==> src/rtl/seq_calc_pkg.sv <==
// Shared types, segment constants and digit decoding for seq_calculator.
package seq_calc_pkg;

   typedef enum logic [1:0] {
      StIdle,
      StCalc,
      StConvert
   } state_t;

   typedef enum logic {
      OpAdd = 1'b0,
      OpMul = 1'b1
   } op_t;

   // Active-low {g,f,e,d,c,b,a}
   localparam logic [6:0] SEG_MINUS = 7'b0111111;
   localparam logic [6:0] SEG_BLANK = 7'b1111111;
   localparam logic [6:0] SEG_ZERO  = 7'b1000000;

   function automatic logic [6:0] digit_to_seg(input logic [3:0] d);
      logic [6:0] seg;
      case (d)
         4'd0:    seg = 7'b1000000;
         4'd1:    seg = 7'b1111001;
         4'd2:    seg = 7'b0100100;
         4'd3:    seg = 7'b0110000;
         4'd4:    seg = 7'b0011001;
         4'd5:    seg = 7'b0010010;
         4'd6:    seg = 7'b0000010;
         4'd7:    seg = 7'b1111000;
         4'd8:    seg = 7'b0000000;
         4'd9:    seg = 7'b0010000;
         default: seg = SEG_BLANK;
      endcase
      return seg;
   endfunction

endpackage

==> src/rtl/bcd_converter.sv <==
// Sequential double-dabble: one binary bit per cycle into DIGITS BCD digits.
// ovf is sticky for any carry out of the top digit, i.e. bin >= 10**DIGITS.
module bcd_converter #(
   parameter int MAG_W  = 8,
   parameter int DIGITS = 4
) (
   input  logic                  clk,
   input  logic                  rst_n,
   input  logic                  start,
   input  logic [MAG_W-1:0]      bin,
   output logic                  done,
   output logic [4*DIGITS-1:0]   bcd,
   output logic                  ovf
);

   localparam int CNT_W = $clog2(MAG_W + 1);

   logic [MAG_W-1:0]    sr;
   logic [CNT_W-1:0]    cnt;
   logic                running;
   logic [4*DIGITS-1:0] adj;

   always_comb begin
      adj = bcd;
      for (int i = 0; i < DIGITS; i++) begin
         if (bcd[4*i +: 4] >= 4'd5) begin
            adj[4*i +: 4] = bcd[4*i +: 4] + 4'd3;
         end
      end
   end

   always_ff @(posedge clk) begin
      if (!rst_n) begin
         sr      <= '0;
         cnt     <= '0;
         running <= 1'b0;
         done    <= 1'b0;
         bcd     <= '0;
         ovf     <= 1'b0;
      end else begin
         done <= 1'b0;
         if (start) begin
            sr      <= bin;
            cnt     <= '0;
            running <= 1'b1;
            bcd     <= '0;
            ovf     <= 1'b0;
         end else if (running) begin
            bcd <= {adj[4*DIGITS-2:0], sr[MAG_W-1]};
            ovf <= ovf | adj[4*DIGITS-1];
            sr  <= {sr[MAG_W-2:0], 1'b0};
            cnt <= cnt + CNT_W'(1);
            if (cnt == CNT_W'(MAG_W - 1)) begin
               running <= 1'b0;
               done    <= 1'b1;
            end
         end
      end
   end

endmodule

==> src/rtl/seq_calculator.sv <==
// Sequential add/multiply calculator with scanned seven-segment output.
// Define SEQ_CALC_ZERO_BLANK_EN to blank leading zeros and float the '-' sign.
module seq_calculator
   import seq_calc_pkg::*;
#(
   parameter int OP_W        = 4,
   parameter int DIGITS      = 4,
   parameter int REFRESH_DIV = 100000
) (
   input  logic              clk,
   input  logic              rst_n,
   input  logic              start,
   input  logic [OP_W-1:0]   op1,
   input  logic [OP_W-1:0]   op2,
   input  logic              operation,
   input  logic              sign,
   output logic              busy,
   output logic              done,
   output logic              overflow,
   output logic [6:0]        segBits,
   output logic [DIGITS-1:0] trigger
);

   localparam int RES_W = 2 * OP_W + 1;
   localparam int MAG_W = 2 * OP_W;
   localparam int CC_W  = $clog2(OP_W + 1);
   localparam int SC_W  = $clog2(REFRESH_DIV + 1);
   localparam int IDX_W = $clog2(DIGITS);

   state_t                   state;
   op_t                      op_q;
   logic                     sign_q;
   logic [OP_W-1:0]          op1_q, op2_q;
   logic                     mul_neg_q;
   logic [MAG_W-1:0]         mcand_q, acc_q;
   logic [OP_W-1:0]          mplier_q;
   logic [CC_W-1:0]          calc_cnt;
   logic                     res_neg_q;
   logic [DIGITS-1:0][6:0]   disp_q, disp_d;
   logic [SC_W-1:0]          scan_cnt;
   logic [IDX_W-1:0]         scan_idx;

   logic                     op1_neg, op2_neg;
   logic [OP_W-1:0]          op1_mag, op2_mag;
   logic [RES_W-1:0]         op1_ext, op2_ext, sum;
   logic                     sum_neg;
   logic [MAG_W-1:0]         sum_mag, acc_next, res_mag;
   logic                     res_neg, calc_last, conv_start;
   logic                     conv_done, conv_ovf, top_nz, ovf_d;
   logic [4*DIGITS-1:0]      conv_bcd;

   // Multiply operates on magnitudes captured at accept time.
   always_comb begin
      op1_neg = sign & op1[OP_W-1];
      op2_neg = sign & op2[OP_W-1];
      op1_mag = op1_neg ? -op1 : op1;
      op2_mag = op2_neg ? -op2 : op2;
   end

   always_comb begin
      op1_ext   = {{(RES_W-OP_W){sign_q & op1_q[OP_W-1]}}, op1_q};
      op2_ext   = {{(RES_W-OP_W){sign_q & op2_q[OP_W-1]}}, op2_q};
      sum       = op1_ext + op2_ext;
      sum_neg   = sum[RES_W-1];
      sum_mag   = sum_neg ? MAG_W'(-sum) : sum[MAG_W-1:0];
      acc_next  = acc_q + (mplier_q[0] ? mcand_q : '0);
      res_mag   = (op_q == OpMul) ? acc_next : sum_mag;
      // A zero product is shown unsigned even when the operand signs differ.
      res_neg   = (op_q == OpMul) ? (mul_neg_q & (|acc_next)) : sum_neg;
      calc_last = (op_q == OpAdd) || (calc_cnt == CC_W'(OP_W - 1));
      conv_start = (state == StCalc) && calc_last;
   end

   bcd_converter #(
      .MAG_W  (MAG_W),
      .DIGITS (DIGITS)
   ) u_bcd (
      .clk   (clk),
      .rst_n (rst_n),
      .start (conv_start),
      .bin   (res_mag),
      .done  (conv_done),
      .bcd   (conv_bcd),
      .ovf   (conv_ovf)
   );

`ifdef SEQ_CALC_ZERO_BLANK_EN
   int msd;
`endif

   always_comb begin
      top_nz = |conv_bcd[4*DIGITS-1 -: 4];
      ovf_d  = conv_ovf | (res_neg_q & top_nz);
`ifdef SEQ_CALC_ZERO_BLANK_EN
      msd = 0;
      for (int i = 0; i < DIGITS; i++) begin
         if (conv_bcd[4*i +: 4] != 4'd0) msd = i;
      end
`endif
      for (int i = 0; i < DIGITS; i++) begin
         disp_d[i] = digit_to_seg(conv_bcd[4*i +: 4]);
`ifdef SEQ_CALC_ZERO_BLANK_EN
         if (i > msd) disp_d[i] = SEG_BLANK;
         if (res_neg_q && (i == msd + 1)) disp_d[i] = SEG_MINUS;
`else
         if (res_neg_q && (i == DIGITS - 1)) disp_d[i] = SEG_MINUS;
`endif
         if (ovf_d) disp_d[i] = SEG_MINUS;
      end
   end

   always_ff @(posedge clk) begin
      if (!rst_n) begin
         state     <= StIdle;
         busy      <= 1'b0;
         done      <= 1'b0;
         overflow  <= 1'b0;
         disp_q    <= {DIGITS{SEG_ZERO}};
         op_q      <= OpAdd;
         sign_q    <= 1'b0;
         op1_q     <= '0;
         op2_q     <= '0;
         mul_neg_q <= 1'b0;
         mcand_q   <= '0;
         mplier_q  <= '0;
         acc_q     <= '0;
         calc_cnt  <= '0;
         res_neg_q <= 1'b0;
      end else begin
         done <= 1'b0;
         unique case (state)
            StIdle: begin
               if (start) begin
                  op_q      <= op_t'(operation);
                  sign_q    <= sign;
                  op1_q     <= op1;
                  op2_q     <= op2;
                  mul_neg_q <= op1_neg ^ op2_neg;
                  mcand_q   <= MAG_W'(op1_mag);
                  mplier_q  <= op2_mag;
                  acc_q     <= '0;
                  calc_cnt  <= '0;
                  busy      <= 1'b1;
                  state     <= StCalc;
               end
            end
            StCalc: begin
               acc_q    <= acc_next;
               mcand_q  <= {mcand_q[MAG_W-2:0], 1'b0};
               mplier_q <= mplier_q >> 1;
               calc_cnt <= calc_cnt + CC_W'(1);
               if (calc_last) begin
                  res_neg_q <= res_neg;
                  state     <= StConvert;
               end
            end
            StConvert: begin
               if (conv_done) begin
                  disp_q   <= disp_d;
                  overflow <= ovf_d;
                  done     <= 1'b1;
                  busy     <= 1'b0;
                  state    <= StIdle;
               end
            end
            default: state <= StIdle;
         endcase
      end
   end

   always_ff @(posedge clk) begin
      if (!rst_n) begin
         scan_cnt <= '0;
         scan_idx <= '0;
      end else if (scan_cnt == SC_W'(REFRESH_DIV - 1)) begin
         scan_cnt <= '0;
         scan_idx <= (scan_idx == IDX_W'(DIGITS - 1)) ? '0 : scan_idx + IDX_W'(1);
      end else begin
         scan_cnt <= scan_cnt + SC_W'(1);
      end
   end

   always_comb begin
      trigger = ~(DIGITS'(1) << scan_idx);
      segBits = disp_q[scan_idx];
   end

endmodule

==> config.mk <==
export PLATFORM = sky130hd
export DESIGN_NAME = seq_calculator
export DESIGN_NICKNAME = d
export VERILOG_FILES = /design/src/rtl/seq_calc_pkg.sv /design/src/rtl/bcd_converter.sv /design/src/rtl/seq_calculator.sv
export SDC_FILE = /design/constraint.sdc
export NUM_CORES = 1
export LEC_CHECK = 0
export CORE_AREA = 2 2 120 122
export CTS_CLUSTER_DIAMETER = 150
export DETAILED_ROUTE_END_ITERATION = 7
export DIE_AREA = 0 0 122 124
export GPL_TIMING_DRIVEN = 0
export PLACE_DENSITY_LB_ADDON = 0.25
export SLEW_MARGIN = 0
export SYNTH_ARGS = -nofsm -noshare
export SYNTH_HDL_FRONTEND = slang
export SYNTH_SLANG_ARGS = --single-unit
==> constraint.sdc <==
create_clock -name clk -period 2.3 [get_ports clk]
set_input_delay 0.46 -clock clk [delete_from_list [all_inputs] [get_ports clk]]
set_output_delay 0.46 -clock clk [all_outputs]
set_load 0.02 [all_outputs]
==> run summary <==
Pleak -> 3.49 nW
Port Buffers -> 24
routed via count -> 6447
RSZ-0062 raised after global routing -> true
Syn Area/Cell -> 8.98 µm²
Peak supply drop -> 0.586 mV
dpl hpwl -> 12700 µm
routed wire length -> 19000 µm
Vias/cell -> 5.94
first-iteration detailed-routing DRC count -> 674
worst-margin pin slew -> 707 ps
Crit Path Class -> reg -> reg
Most used DFF post-synth -> dfxtp_1
Yosys reg bits -> 146
chip height -> 124 µm
CP Data Required Time -> 2600 ps
initial antenna violation count -> 0
most common cell after layout, fill and taps aside -> dfxtp_1
Hold Path Sink -> sign_q$_SDFFE_PN0P_
Post-Syn Nets -> 891
drc violations -> 0
crit path capture type -> register
H-tree depth -> 4
# rows -> 43
hold_ws -> 445 ps
Initial Utilization -> 54.0%
Reg-to-Reg Start -> calc_cnt[0]$_SDFFE_PN0P_
async set-or-reset flop fraction in the synthesized netlist -> 0%
Seq/Total Area, Yosys -> 39.5%
First-pass DRT Iterations -> 5
DR WL/cell -> 17.5 µm
final design utilization -> 66.0%
fin nets -> 958
min-delay src -> sign
placed cell area -> 7870 µm²
Post-Route Skew -> 8.14 ps
PD cells -> 651 nW/µm²
worst hold path class -> in -> reg
Placeable Area -> 13700 µm²
CTS Buffer Depth -> 2
Worst-path clk slew -> 60 ps
final slew viol count -> 0
Syn Inst Count -> 825
Routability Congestion -> 0.867
Num CTS Buffers -> 17
Setup-failing EPs final -> 0
first-pass GRT wire length -> 29600 µm
fin cells -> 1085
period utilization -> 99.8%
Critical Path AT -> 2600 ps
Synth area leaders -> dfxtp_1 (39%), ha_1 (8.6%), nor2_1 (4.4%)
commonest non-fill, non-tap cells in the layout -> dfxtp_1 (139), nor2_1 (82), nand2_1 (61)
area grow syn2layout -> 22.4%
vias in the first global route -> 6041
Hold Path Stages -> 3
r2r setup slk -> 5 ps
ANT nets after route -> 0
post-route cell area -> 9060 µm²
number of flops mapped to enable cells by yosys -> 0
GRT Overall Usage -> 24.8%
share of the synthesized area in the top cell type -> 39.5%
CTS hold repair buffers -> 0
Ant. Diodes -> 0
outcome -> completed
critical path peak fanout -> 5
placed insts -> 1029
max-cap check violation count -> 0
post-synth cell types -> 71
Worst Reg2Reg Path Length in Cells -> 11
Fin. Hold Viols -> 0
Max Freq -> 0.436 GHz
area leader, netlist -> dfxtp_1
YS warnings -> 0
worst skew pair latency -> 420 ps
startpoint class of the critical path -> register
Die W -> 122 µm
# clock sinks -> 146
CTS tree -> yes
largest net degree at the start of global routing -> 17
Root Driver -> clkbuf_16
Ports -> 27
die area -> 15100 µm²
share of cells above drive strength 1 -> 22.0%
Mapped Area -> 7410 µm²
Rel. slew slack -> 52.9%
Tmin final -> 2300 ps
total grt overflow -> 0
==> stage by stage <==
step | setup TNS [ps] | power [W] | worst slack [ps]
after global routing | -400 | 0.00608 | -111
final | 0 | 0.00589 | 4.71
after floorplan | 0 | 0.00297 | 124
after detailed placement | -9220 | 0.00311 | -313
after CTS | 0 | 0.00587 | 0.495
after global placement | -6510 | 0.00310 | -213
==> critical path: stages, from the launching register on <==
cell	delay, ps
dfxtp_2	340
ha_4	160
ha_4	170
nor2b_4	150
buf_6	150
nor2_4	70
nor4_4	270
or2_4	190
ha_2	180
nand2_2	50
and2_1	150
a311o_1	280
==> routing by layer <==
layer / routed length (µm) / GRT usage [%]
met1: 8360 / 32.4
met3: 1010 / 4.17
met5: 0 / 0
met4: 482 / 9.91
met2: 9180 / 41.2
==> worst max path at each step <==
| stage | start | to | slack, ps | cells past startpoint |
|---|---|---|---|---|
| 6_report | calc_cnt[0]$_SDFFE_PN0P_ | register | 5 | 11 |
| 5_1_grt | u_bcd.bcd[1]$_SDFFE_PP0P_ | register | -110 | 12 |
| 4_1_cts | calc_cnt[0]$_SDFFE_PN0P_ | register | 0.5 | 12 |
| 3_5_place_dp | rst_n | register | -310 | 8 |
| 3_3_place_gp | rst_n | register | -210 | 8 |
| 2_1_floorplan | calc_cnt[0]$_SDFFE_PN0P_ | register | 120 | 10 |
==> where the power goes <==
| part | leakage, nW | switching [W] | total, W | internal, W |
|---|---|---|---|---|
| Combinational | 2.02 | 0.000333 | 0.000525 | 0.000192 |
| Sequential | 1.18 | 0.0000382 | 0.00262 | 0.00258 |
| Clock | 0.280 | 0.00107 | 0.00275 | 0.00168 |
==> area by class of cell <==
type                    instances  area (µm²)
multi-input cells             586        4460
plain buffers                  47         245
well taps                     180         225
clock buffers                  20         467
flip-flops and latches        146        2930
clock inverters                12         130
repair buffers                 49         428
inverters                      45         174
fillers                      1031        4660
==> repair_timing <==
item,in CTS,in global routing
resized for setup,51,76
setup endpoints to repair,39,40
pin swaps,10,22
setup buffers,12,12
gates cloned,2,0
==> cells by family (layout without fill, tap and decap cells) <==
group / after synthesis / after routing / synth area share (%)
AO/OA/AOI/OAI: 181 / 181 / 17.6
flip-flops: 146 / 146 / 39.5
adder cells (fa/ha/maj): 53 / 53 / 9.16
AND/OR/NAND/NOR: 282 / 282 / 18.6
XOR/XNOR: 37 / 37 / 4.38
buffers and inverters: 93 / 173 / 5.09
multiplexers: 33 / 33 / 5.69
==> synthesized netlist by cell type, types with 3 or more instances <==
cell and count:
a221oi_2 4, inv_1 37, nor2_4 4, dfxtp_1 146, xnor2_1 15, nor2b_1 6
a2111oi_0 4, buf_2 10, and2_1 12, a211oi_1 3, or3_1 4, mux4_2 7
a21o_1 8, o2111ai_1 8, nor2_1 86, ha_1 51, nand3_1 32, nor4_1 7
o31ai_1 3, buf_1 4, and3_1 9, a31oi_1 10, o311ai_1 4, mux2i_1 23
o32ai_1 3, nand3b_1 6, o221a_2 18, mux2_2 3, inv_2 8, or2_1 3
or2_2 5, o21ai_1 12, nand4_1 7, o21ai_0 22, a21oi_1 54, nor3_1 20
nand2_1 64, clkbuf_1 31, nand2b_1 6, xor2_1 22
Note: power is estimated with default switching activity, not from simulation.
